==> src/rtl/ex_div.sv <==
// Multi-cycle restoring divider for the EX stage: div/divu in 32 steps,
// presenting {remainder, quotient} with a ready handshake and a stall request.
module ex_div #(
  parameter int DATA_W = 32
) (
  input  logic                  clk,
  input  logic                  rst,
  input  logic                  start_i,
  input  logic                  signed_i,
  input  logic [DATA_W-1:0]     dividend_i,
  input  logic [DATA_W-1:0]     divisor_i,
  input  logic                  annul_i,
  output logic [2*DATA_W-1:0]   result_o,
  output logic                  ready_o,
  output logic                  stallreq_o
);

  typedef enum logic [1:0] {IDLE, DIVZERO, BUSY, DONE} state_t;

  state_t      state_q, state_d;
  logic [5:0]  cnt_q, cnt_d;
  logic [31:0] dvd_q, dvd_d;
  logic [31:0] dvs_q, dvs_d;
  logic [32:0] rem_q, rem_d;
  logic        neg_quot_q, neg_quot_d;
  logic        neg_rem_q, neg_rem_d;
  logic [63:0] result_q, result_d;
  logic        ready_q, ready_d;

  logic [33:0] rem_shift;
  logic [32:0] diff;
  logic        q_bit;
  logic [32:0] rem_step;
  logic [31:0] dvd_step;
  logic [31:0] rem_fin;
  logic [31:0] abs_dvd;
  logic [31:0] abs_dvs;

  // One restoring step: the quotient bits shift into the low end of the dividend register.
  always_comb begin
    rem_shift = {rem_q, dvd_q[31]};
    q_bit     = (rem_shift >= {2'b00, dvs_q});
    diff      = rem_shift[32:0] - {1'b0, dvs_q};
    rem_step  = q_bit ? diff : rem_shift[32:0];
    dvd_step  = {dvd_q[30:0], q_bit};
    rem_fin   = rem_step[31:0];
    abs_dvd   = (signed_i && dividend_i[31]) ? -dividend_i : dividend_i;
    abs_dvs   = (signed_i && divisor_i[31])  ? -divisor_i  : divisor_i;
  end

  always_comb begin
    state_d    = state_q;
    cnt_d      = cnt_q;
    dvd_d      = dvd_q;
    dvs_d      = dvs_q;
    rem_d      = rem_q;
    neg_quot_d = neg_quot_q;
    neg_rem_d  = neg_rem_q;
    result_d   = '0;
    ready_d    = 1'b0;
    case (state_q)
      IDLE: begin
        if (start_i) begin
          if (divisor_i == '0) begin
            state_d = DIVZERO;
            dvd_d   = dividend_i;
          end else begin
            state_d    = BUSY;
            cnt_d      = '0;
            dvd_d      = abs_dvd;
            dvs_d      = abs_dvs;
            rem_d      = '0;
            neg_quot_d = signed_i & (dividend_i[31] ^ divisor_i[31]);
            neg_rem_d  = signed_i & dividend_i[31];
          end
        end
      end
      DIVZERO: begin
        state_d  = DONE;
        ready_d  = 1'b1;
        result_d = {dvd_q, 32'hFFFF_FFFF};
      end
      BUSY: begin
        dvd_d = dvd_step;
        rem_d = rem_step;
        cnt_d = cnt_q + 6'd1;
        if (cnt_q == 6'd31) begin
          state_d  = DONE;
          ready_d  = 1'b1;
          result_d = {neg_rem_q ? -rem_fin : rem_fin,
                      neg_quot_q ? -dvd_step : dvd_step};
        end
      end
      DONE: begin
        if (start_i) begin
          ready_d  = 1'b1;
          result_d = result_q;
        end else begin
          state_d = IDLE;
        end
      end
      default: state_d = IDLE;
    endcase
    // Annul wins over everything except reset and drops any pending result.
    if (annul_i) begin
      state_d  = IDLE;
      ready_d  = 1'b0;
      result_d = '0;
    end
  end

  always_ff @(posedge clk) begin
    if (rst) begin
      state_q    <= IDLE;
      cnt_q      <= '0;
      dvd_q      <= '0;
      dvs_q      <= '0;
      rem_q      <= '0;
      neg_quot_q <= 1'b0;
      neg_rem_q  <= 1'b0;
      result_q   <= '0;
      ready_q    <= 1'b0;
    end else begin
      state_q    <= state_d;
      cnt_q      <= cnt_d;
      dvd_q      <= dvd_d;
      dvs_q      <= dvs_d;
      rem_q      <= rem_d;
      neg_quot_q <= neg_quot_d;
      neg_rem_q  <= neg_rem_d;
      result_q   <= result_d;
      ready_q    <= ready_d;
    end
  end

  assign ready_o    = ready_q & ~annul_i;
  assign result_o   = result_q;
  assign stallreq_o = start_i & ~annul_i & (state_q != DONE);

endmodule

==> config.mk <==
export PLATFORM = sky130hd
export DESIGN_NAME = ex_div
export DESIGN_NICKNAME = d
export VERILOG_FILES = /design/src/rtl/ex_div.sv
export SDC_FILE = /design/constraint.sdc
export NUM_CORES = 1
export LEC_CHECK = 0
export CAP_MARGIN = 20
export CORE_MARGIN = 5
export CORE_UTILIZATION = 51
export CTS_CLUSTER_SIZE = 12
export DETAILED_ROUTE_END_ITERATION = 10
export GPL_TIMING_DRIVEN = 0
export PLACE_DENSITY_LB_ADDON = 0.08
export SYNTH_ARGS = -nofsm -noshare
export SYNTH_HDL_FRONTEND = slang
export SYNTH_SLANG_ARGS = --single-unit
==> constraint.sdc <==
create_clock -name clk -period 6.5 [get_ports clk]
set_input_delay 0.65 -clock clk [delete_from_list [all_inputs] [get_ports clk]]
set_output_delay 0.65 -clock clk [all_outputs]
set_load 0.05 [all_outputs]
Word-level counts from Yosys, hierarchy flattened
Cells that the tools add are included.
- bits in registers: 172
- add/subtract/negate cells: 6
- equality and inequality tests: 9
- mux-type cells: 25
- order comparisons: 1
- bitwise logic cells: 8
- reduce and logical (&&, ||, !) cells: 10
- operators by type and width (cell ; count):
    2-to-1 mux 32 bit ; 6
    one-hot mux 64 bit (3 select lines) ; 1
    2-to-1 mux 64 bit ; 2
    negator 32 bit ; 4
    2-to-1 mux 33 bit ; 3
    one-hot mux 33 bit (2 select lines) ; 1
    one-hot mux 32 bit (2 select lines) ; 1
    >= comparator 34 x 32 -> 1 bit ; 1
    subtractor 33 x 32 -> 33 bit ; 1
    zero test 32 bit ; 1
    2-to-1 mux 6 bit ; 2
    one-hot mux 6 bit (2 select lines) ; 1
    inequality test 2 bit, second input constant ; 5
    AND reduction 3 bit ; 3
    2-to-1 mux 2 bit ; 4
    one-hot mux 2 bit (4 select lines) ; 1
    adder 6 x 1 -> 6 bit, second input constant ; 1
    equality test 6 x 5 -> 1 bit, second input constant ; 1
    AND 1 bit ; 5
    equality test 2 bit, second input constant ; 2
    one-hot mux 1 bit (3 select lines) ; 1
    equality test 2 x 1 -> 1 bit, second input constant ; 1
    logical AND 1 bit ; 2
    zero test 2 bit ; 1
    other kinds (6) ; 8

Longest topological paths before layout
- depth in word-level cells: 6
- gate-level depth with buffers: 24

Least setup slack after synthesis
OpenSTA, ideal clock, no wires.
- path kind: reg-to-reg
- start point: register dvd_q[31]
- end point: register result_q[62] (netlist: result_o[62])
- clock period less this slack: 5.350 ns
- setup slack: 1.150 ns
- arrival time: 5.223 ns
- stages on the path, launching flop included: 23
- setup time: 0.127 ns
- path through: dfxtp_1 inv_1 ha_1 inv_1 fa_1 a21o_1 a221o_2 o211a_1 o21ai_2 nand3_2 buf_2 clkbuf_1 clkbuf_1 o21ai_0 ha_1 nand2_1 or4b_1 o41ai_1 o211ai_1 nor3b_2 nand4b_1 mux2i_1 or3_1
- cells in the longest elaborated chain, start to end: 6
- elaborated cells between the ends (all ways): 7
- classes of those cells: add/sub (2); order compare (1); mux (4)
- RTL lines (element ; line ; source):
    start, declared ; 22 ; logic [31:0] dvd_q, dvd_d;
    start signal, assigned ; 126 ; dvd_q <= dvd_d;
    subtractor 33 x 32 -> 33 bit / >= comparator 34 x 32 -> 1 bit (equally long branches) ; 43, 42 ;
    2-to-1 mux 33 bit (*) ; 44 ; rem_step = q_bit ? diff : rem_shift[32:0];
    negator 32 bit ; 90 ; result_d = {neg_rem_q ? -rem_fin : rem_fin,
    2-to-1 mux 32 bit (*) ; 90 ;
    2-to-1 mux 64 bit (*) ; 87 ; if (cnt_q == 6'd31) begin
    one-hot mux 64 bit (3 select lines) (*) ; 61 ; case (state_q)
    end signal, assigned ; 131 ; result_q <= result_d;
    end, declared ; 27 ; logic [63:0] result_q, result_d;
Every way passes the cells marked *; elsewhere a longest branch is shown, timed or not.
A chain may end at the register's enable or synchronous reset.

Final worst setup path
Ends and elaborated chain as after synthesis.

==> run summary <==
Syn Area/Cell: 7.200 um2
Worst-path clk slew: 0.08 ns
num rows: 57
FFs w/ async S/R, synth: 0%
starting DRC count in detailed routing: 1417
Psw: 1.057 mW
most frequent cells in the layout: nand2_1, nor2_1, dfxtp_1, a21oi_1, o21ai_0
worst slew pin tran: 1.081 ns
R2R Setup Slk: 0.19 ns
DRC: 0
Worst VDD drop: 0.0001710 V
Ys Warns: 0
CTS Sinks: 172
Yosys top cell area share: 27.66%
Die Wd: 166.2 um
CP max stage cell: or4b_1
routed len/inst: 20.54 um
core area: 24180 um2
number of synthesized register bits: 172
final setup fails: 0
GP Congestion: 0.9939
Net Count, Synth: 1841
die height: 166.2 um
Period minus WS final: 6.306 ns
arrival time at the worst endpoint: 6.63 ns
deepest clock path buffer count: 2
worst hold stages: 2
R2R cell count: 21
Final Slew Violations: 0
nets@finish: 1996
Hold Crit Class: reg -> reg
post-synthesis sequential area ratio: 27.66%
TritonCTS clock tree: done
Clock Power Share: 35.4%
Mapped Cells: 1729
post-synth top area cell: dfxtp_1
GRT Total Usage: 31.21%
post-route ant nets: 0
overall power: 2.950 mW
final core occ: 61.31%
Root Buffer: clkbuf_16
ant diodes: 0
Mapped Area: 12450 um2
DP Area: 14200 um2
Internal Dissipation: 1.893 mW
via-per-instance ratio: 6.122
Gate power share: 25.8%
vias post-DR: 13598
Max Freq: 158.6 MHz
DRT Wirelength: 45620 um
finished layout cell area: 14820 um2
fin crit share: 97.02%
worst r2r dst: result_o[62]
ranking of synthesized cells by area: dfxtp_1, nand2_1, a21oi_1
Net Sw Frac: 35.82%
maxcap violations: 0
worst path bufs/invs: 4
Post-CTS Hold Fix Bufs: 0
drt pass-1 iters: 6
H-tree depth: 4
sequential fraction of design power: 38.7%
power per standard cell area: 199.0 nW/um2
Initial Utilization: 51.49%
clk_lat worst skew: 0.44 ns
Area growth syn-to-layout: 19.07%
Crit Path Category: reg -> reg
clock skew: 0.01965 ns
Die ar.: 27630 um2
first-pass GRT wire length: 70060 um
layout cells sized above 1: 4.744%
CP Cell Sequence: inv_1 > ha_1 > inv_1 > fa_1 > a21o_1 > a221o_2 > o211a_1 > o21ai_2 > nand3_2 > buf_4 > clkbuf_2 > o21ai_1 > ha_1 > nand2_1 > or4b_1 > o41ai_4 > o211ai_1 > nor3b_2 > nand4b_1 > mux2i_1 > or3_1
max incr delay on CP: 0.57 ns
CP delay by family, top: compound AO/OA/AOI/OAI gates
Worst EP required: 6.83 ns
number of flops mapped to enable cells by yosys: 0
Port Buffers: 134
RSZ-0062 raised after global routing: false
Worst slew margin: 27.70%
Num CTS Buffers: 17
GR Overflow Total: 0
Hold EP: result_o[24]
status: finished clean
antenna violations before repair: 0
top_reg_cell synth: dfxtp_1
min-delay src: result_o[24]
dpl hpwl: 36990 um
worst-path fanout max: 19
vias in the first global route: 12371
I/O Pins: 135
Leakage: 5.340 nW
final hold violation count: 0
FILL cells: 2336
largest net degree at the start of global routing: 20
startpoint types: register
commonest non-fill, non-tap cell in the layout: nand2_1
unique cell type count in the Yosys netlist: 80
CP startpoint: dvd_q[31]
Critical Path End Type: register
FF-to-FF Start: dvd_q[31]
-- layer usage --
layer | global-route usage [%] | vias to the layer above | part of all wire [%]
li1 | - | 6483 | -
met1 | 41.38 | 6368 | 43
met2 | 50.91 | 634 | 45
met3 | 4.832 | 113 | 7.9
met4 | 12.88 | 0 | 4.4
met5 | 0 | - | 0
-- power by group through the flow --
| stage | combinational (mW) | clock (mW) | sequential, mW |
|---|---|---|---|
| detailed placement | 0.736 | 0 | 1.17 |
| finish | 0.761 | 1.05 | 1.14 |
| global placement | 0.727 | 0 | 1.16 |
| CTS | 0.741 | 1.04 | 1.14 |
| global route | 0.823 | 1.09 | 1.15 |
| floorplan | 0.500 | 0 | 1.15 |
-- area by class of cell --
type	count	area [um2]	area share, %
Clock buffer	18	439.2	2.963
Multi-Input combinational cell	1383	8318	56.12
Clock inverter	14	148.9	1.005
Tap cell	324	405.4	2.735
Sequential cell	172	3443	23.23
Buffer	118	499.2	3.368
Inverter	55	206.4	1.393
Timing Repair Buffer	137	1361	9.185
-- what timing repair did --
item	4_1_cts	5_1_grt
gates cloned	0	0
setup buffers	0	1
gates resized for setup	3	3
pin swaps	0	1
endpoints found under the setup margin	8	3
endpoints found under the hold margin	0	0
-- cell usage after synthesis, types with 5 or more instances --
cell type,number
nand2_1,244
or4_1,13
xor2_1,71
nand2b_1,12
or3_1,22
mux2_2,5
and2_1,14
o21ai_0,144
buf_1,8
nor2_1,181
a31oi_1,14
nor2b_1,7
nor4_1,15
and3_1,13
mux2i_1,14
o31ai_1,28
buf_2,18
ha_1,42
o211ai_1,8
nor3_1,43
nand4_1,21
a211oi_1,36
nand3_1,34
xnor2_1,71
a22oi_1,45
inv_1,54
clkbuf_1,89
o21ai_1,9
o21a_1,10
a21o_1,9
o41ai_1,13
dfxtp_1,172
a21oi_1,153
a211o_1,5
-- state kept, by name, indices dropped and copies added, names as in the netlist, 2 cells and up --
register,cells
result_o,64
rem_q,33
dvd_q,32
dvs_q,32
cnt_q,6
state_q,2
-- per-stage QoR --
| step | TNS [ns] | worst slack [ns] | std cells | hold WS, ns |
|---|---|---|---|---|
| finish | 0 | 0.1939 | 2221 | 0.4511 |
| global route | 0 | 0.006815 | 2221 | 0.4657 |
| CTS | 0 | 0.2656 | 2219 | 0.4550 |
| detailed placement | -1.722 | -0.4213 | 2188 | 0.4453 |
| global placement | -1.419 | -0.3908 | 2187 | 0.4390 |
| floorplan | 0 | 1.150 | 1729 | 0.4319 |
-- worst register-to-register path, delay by kind of cell, from the launching register on --
kind | cells | cell delay, ns
AOI/OAI and AO/OA | 7 | 2.10
and+or+nand+nor | 6 | 1.68
adders and majority gates | 3 | 0.99
DFF | 1 | 0.39
buffers and inverters | 4 | 0.89
muxes | 1 | 0.15
-- how the worst max path moves through the flow --
stage,end,slack [ns],depth (start not counted)
after floorplan,result_o[62],1.15,22
after global placement,result_o[62],-0.39,22
after detailed placement,result_o[62],-0.42,22
after CTS,result_o[62],0.27,21
after global routing,result_o[62],0.007,21
final,result_o[62],0.19,21
-- logic make-up (layout without fill, tap and decap cells) --
| kind of cell | Yosys count | count (layout) | share of synthesized area (%) |
|---|---|---|---|
| compound gates | 530 | 530 | 26.69 |
| xor+xnor | 142 | 142 | 9.991 |
| fa+ha+maj | 43 | 43 | 4.382 |
| buf+inv | 174 | 342 | 5.669 |
| flops | 172 | 172 | 27.66 |
| mux | 19 | 19 | 1.578 |
| simple gates | 649 | 649 | 24.03 |
Power figures use the tool's default switching activity.
